--- src/rtl/key_conditioner.sv ---
// key_conditioner: synchroniser, debouncer and single-press FSM for four active-low buttons.
// Define KEYCOND_STUCK_DETECT_EN to add the stuckKey output and its hold counter.
module key_conditioner #(
    parameter int CLOCK_FREQ  = 50000000,
    parameter int DEBOUNCE_MS = 20
`ifdef KEYCOND_STUCK_DETECT_EN
    ,
    parameter int STUCK_MS    = 5000
`endif
) (
    input  logic       clock,
    input  logic       reset,
    input  logic [3:0] keyRaw,
    output logic [3:0] key,
    output logic       busy
`ifdef KEYCOND_STUCK_DETECT_EN
    ,
    output logic       stuckKey
`endif
);

    localparam int DEBOUNCE_CYCLES = (CLOCK_FREQ / 1000) * DEBOUNCE_MS;
    localparam int CW = $clog2(DEBOUNCE_CYCLES + 1);
    localparam logic [CW-1:0] DB_LAST = CW'(DEBOUNCE_CYCLES - 1);

    localparam logic [1:0] IDLE    = 2'd0;
    localparam logic [1:0] PRESSED = 2'd1;
    localparam logic [1:0] INVALID = 2'd2;

    logic [3:0]    sync1_q, sync1_d;
    logic [3:0]    sync2_q, sync2_d;
    logic [3:0]    db_q, db_d;
    logic [3:0]    sample;
    logic [CW-1:0] cnt_q [4];
    logic [CW-1:0] cnt_d [4];
    logic [1:0]    state_q, state_d;
    logic [3:0]    key_q, key_d;
    logic          busy_q, busy_d;

    // Debounce: any cycle of agreement restarts the stability window.
    always_comb begin
        sync1_d = keyRaw;
        sync2_d = sync1_q;
        sample  = ~sync2_q;
        db_d    = db_q;
        for (int n = 0; n < 4; n++) begin
            cnt_d[n] = '0;
            if (sample[n] != db_q[n]) begin
                if (cnt_q[n] == DB_LAST) begin
                    db_d[n] = sample[n];
                end else begin
                    cnt_d[n] = cnt_q[n] + CW'(1);
                end
            end
        end
    end

    always_comb begin
        state_d = state_q;
        key_d   = 4'b0000;
        unique case (state_q)
            IDLE: begin
                if (db_q != 4'b0000) begin
                    if ($onehot(db_q)) begin
                        key_d   = db_q;
                        state_d = PRESSED;
                    end else begin
                        state_d = INVALID;
                    end
                end
            end
            PRESSED, INVALID: begin
                if (db_q == 4'b0000) begin
                    state_d = IDLE;
                end
            end
            default: state_d = IDLE;
        endcase
        busy_d = (state_d != IDLE);
    end

    always_ff @(posedge clock or posedge reset) begin
        if (reset) begin
            sync1_q <= 4'b1111;
            sync2_q <= 4'b1111;
            db_q    <= 4'b0000;
            for (int n = 0; n < 4; n++) begin
                cnt_q[n] <= '0;
            end
            state_q <= IDLE;
            key_q   <= 4'b0000;
            busy_q  <= 1'b0;
        end else begin
            sync1_q <= sync1_d;
            sync2_q <= sync2_d;
            db_q    <= db_d;
            for (int n = 0; n < 4; n++) begin
                cnt_q[n] <= cnt_d[n];
            end
            state_q <= state_d;
            key_q   <= key_d;
            busy_q  <= busy_d;
        end
    end

    assign key  = key_q;
    assign busy = busy_q;

`ifdef KEYCOND_STUCK_DETECT_EN
    localparam int STUCK_CYCLES = (CLOCK_FREQ / 1000) * STUCK_MS;
    localparam int SW = $clog2(STUCK_CYCLES + 1);
    localparam logic [SW-1:0] ST_LAST = SW'(STUCK_CYCLES - 1);

    logic [SW-1:0] hold_q, hold_d;
    logic          stuck_q, stuck_d;

    // Hold count saturates so stuckKey cannot drop while still held.
    always_comb begin
        hold_d  = '0;
        stuck_d = 1'b0;
        if (state_q != IDLE) begin
            hold_d  = (hold_q == ST_LAST) ? hold_q : hold_q + SW'(1);
            stuck_d = stuck_q | (hold_q == ST_LAST);
        end
    end

    always_ff @(posedge clock or posedge reset) begin
        if (reset) begin
            hold_q  <= '0;
            stuck_q <= 1'b0;
        end else begin
            hold_q  <= hold_d;
            stuck_q <= stuck_d;
        end
    end

    assign stuckKey = stuck_q;
`endif

endmodule

--- config.mk ---
export PLATFORM = sky130hd
export DESIGN_NAME = key_conditioner
export DESIGN_NICKNAME = d
export VERILOG_FILES = /design/src/rtl/key_conditioner.sv
export SDC_FILE = /design/constraint.sdc
export NUM_CORES = 1
export LEC_CHECK = 0
export ABC_AREA = 1
export CORE_MARGIN = 4
export CORE_UTILIZATION = 55
export CTS_CLUSTER_DIAMETER = 60
export DETAILED_ROUTE_END_ITERATION = 7
export GPL_ROUTABILITY_DRIVEN = 0
export PLACE_DENSITY_LB_ADDON = 0.12
export SLEW_MARGIN = 15
export SYNTH_ARGS = -nofsm -noshare
export SYNTH_HDL_FRONTEND = slang
export SYNTH_SLANG_ARGS = --single-unit
--- constraint.sdc ---
create_clock -name clock -period 4.3 [get_ports clock]
set_input_delay 0.86 -clock clock [delete_from_list [all_inputs] [get_ports clock]]
set_output_delay 0.86 -clock clock [all_outputs]
set_load 0.005 [all_outputs]
==> summary.md <==
| Metric | Value |
|---|---|
| Commonest non-fill, non-tap cell in the layout | `nor2_1` |
| CP Data Arrival Time | `2570 ps` |
| Top layer in use | `met4` |
| Metal1 wirelength | `~4900 um` |
| Die height | `105.3 um` |
| Vias/cell | `just over 5` |
| Mapped Area | `approximately 5200 um^2` |
| Antenna Cells | `0` |
| Fin Hold WS | `between 300 and 400 ps` |
| Final period util | `0.5277` |
| Finished Cell Area | `roughly 5700 um^2` |
| Worst Setup Start Kind | `register` |
| CTS tree | `yes` |
| Max_cap viols | `0` |
| Worst Setup SP | `db_q[3]$_DFFE_PP0P_` |
| Sequential share of the synthesized area | `0.4779` |
| Area of the multi-input gates | `approximately 2500 um^2` |
| Drt first pass iters | `4` |
| Core area | `between 9000 and 10000 um^2` |
| Wirelength per Cell | `12.45 um` |
| Std-Cell Rows | `35` |
| Area grow syn2layout | `9.615%` |
| Pin count of the biggest net entering global routing | `64` |
| Crit path required time | `about 4600 ps` |
| Final setup viols | `0` |
| Buffer count from post-CTS setup fixing | `0` |
| Post-DP HPWL | `between 7000 and 8000 um` |
| Clock buffer count from CTS | `9` |
| Flop-to-flop setup slack | `2030 ps` |
| Worst hold path startpoint | `sync1_q[0]$_DFF_PP1_` |
| Final ANT Viol Nets | `0` |
| Hold-fix buffers, CTS | `0` |
| Worst-path clk slew | `100 ps` |
| GRT Util Overall | `0.1983` |
| Worst R2R Start | `db_q[3]$_DFFE_PP0P_` |
| Initial antenna violation count | `0` |
| Placed Area | `5474 um^2` |
| Setup CP Type | `reg -> reg` |
| End point of the critical path | `busy$_DFF_PP0_` |
| Final hold violations | `0` |
| Die area | `approximately 11000 um^2` |
| Drt total wl | `between 10000 and 15000 um` |
| Endpoint type of the worst setup path | `register` |
| DR iter-0 viols | `191` |
| Metal2 WL | `4752 um` |
| Via count of the first global-routing pass | `between 4000 and 5000` |
| Fmax | `0.4407 GHz` |
| Min cycle time layout | `2269 ps` |
| GRT overflow | `0` |
| Clock skew | `between 10 and 15 ps` |
| Power Density | `a little under 300 nW/um^2` |
| Slew headroom | `0.5009` |
| Reg2reg path depth | `10` |
| Finished Layout Cells | `about 810` |
| Setup TNS | `0 ps` |
| FF+latch count, synth | `approximately 100` |
| Final WS setup | `~2000 ps` |
| VDD IR-drop max | `around 230 uV` |
| Share of cells above drive strength 1 | `0.07478` |
| # DRC | `0` |
| RSZ-0062 raised after global routing | `no` |
| Cells after DPL | `795` |
| DP Worst Slack | `~2000 ps` |
| RR Endpoint | `busy$_DFF_PP0_` |
| Mapped Cells | `656` |
| Commonest non-fill, non-tap cells in the layout | `nor2_1 (177), nand2_1 (114), dfrtp_1 (91), nand3_1 (77), inv_1 (64)` |
| Clk Latency, worst-skew pair | `around 360 ps` |
| Global-route wire length before repair | `around 18000 um` |
| Yosys warns | `0` |
| Final net count | `693` |
| Status | `complete, no violations` |
| Initial Utilization | `0.5633` |
| Max-slew violation count | `0` |
| Via count | `4154` |
| Post-Syn Nets | `about 670` |
| Distinct cell type count after synthesis | `28` |
| Largest fanout on the critical path | `4` |
| Worst-margin pin slew | `~750 ps` |
| I/O Buffers | `10` |
| Reg area | `~2500 um^2` |
| LEAKAGE | `about 0.0025 uW` |
| Post-CTS sizing | `0` |
| Fillers | `811` |
| Syn Area/Cell | `between 7 and 8 um^2` |
| Root buffer cell | `clkbuf_8` |
| WL met3 | `between 300 and 400 um` |
| Chip width | `approximately 110 um` |
| Clk buf depth | `2` |
| Htree depth | `3` |
| Worst hold-check path type | `reg -> reg` |
| Ports | `11` |
| Clock Sinks | `slightly below 100` |
==> worst max-delay path, stage by stage (launching register included) <==
cell,delay (ps)
dfrtp_1,430
inv_1,120
fa_1,490
inv_1,40
ha_1,170
ha_1,260
nor3b_1,310
nand3_1,180
nand2_1,110
nand2_1,60
nand2_1,60
==> area by class of cell <==
cell class | instances | area share
Sequential cell | 99 | 0.4360
Clock buffer | 9 | 0.02171
Multi-Input combinational cell | 490 | 0.4318
Inverter | 65 | 0.04320
Clock inverter | 7 | 0.01886
Tap cell | 129 | 0.02829
Timing Repair Buffer | 12 | 0.02018
==> state kept, by name, indices dropped and copies added (netlist names) <==
register / count
cnt_q: 80
db_q: 4
key: 4
sync1_q: 4
sync2_q: 4
state_q: 2
busy: 1
==> synthesized netlist by cell type, drive strengths merged <==
| master | n | share of area |
|---|---|---|
| dfstp | 8 | 0.040 |
| nand4 | 7 | 0.0084 |
| nand3b | 3 | 0.0043 |
| nand2 | 119 | 0.088 |
| fa | 1 | 0.0038 |
| and2 | 2 | 0.0024 |
| nand3 | 82 | 0.087 |
| xor2 | 22 | 0.037 |
| dfrtp | 91 | 0.44 |
| xnor2 | 19 | 0.035 |
| nor2 | 186 | 0.14 |
| a21oi | 12 | 0.012 |
| nor3 | 13 | 0.018 |
| buf | 2 | 0.0019 |
| inv | 65 | 0.047 |
| o21ai | 11 | 0.011 |
| nor3b | 1 | 0.0014 |
| ha | 9 | 0.022 |
| o21bai | 3 | 0.0043 |
==> where the power goes <==
group	switching [uW]	internal [uW]	leakage [uW]
logic	42.1	19.0	0.00101
registers	11.0	946	0.00135
clock network	338	339	0.000114
total	391	1300	0.00247
==> metrics by stage <==
| step | power, uW | util |
|---|---|---|
| 5_1_grt | 1769 | 0.6175 |
| 3_3_place_gp | 1036 | 0.5924 |
| 3_5_place_dp | 1039 | 0.5924 |
| 6_report | 1696 | 0.6175 |
| 2_1_floorplan | 1017 | - |
| 4_1_cts | 1722 | 0.6175 |
==> worst min path at each step <==
stage                      endpoint  slack (ps)  cells after the start
3_3_place_gp   sync2_q[1]$_DFF_PP1_         350                      0
5_1_grt        sync2_q[0]$_DFF_PP1_         370                      0
6_report       sync2_q[0]$_DFF_PP1_         360                      0
2_1_floorplan  sync2_q[0]$_DFF_PP1_         350                      0
4_1_cts        sync2_q[0]$_DFF_PP1_         360                      0
3_5_place_dp   sync2_q[0]$_DFF_PP1_         350                      0
==> cells by family after synthesis <==
kind of cell	synth area share
simple gates	0.3495
flops	0.4779
buf+inv	0.04880
xor+xnor	0.07187
compound gates	0.02644
fa+ha+maj	0.02548
==> layer usage <==
layer  track usage  up-vias
met3       0.03797       11
met5             0        -
met2        0.3288       69
met1        0.2674     1954
met4       0.05436        0
li1              -     2120
Power figures use the tool's default switching activity.
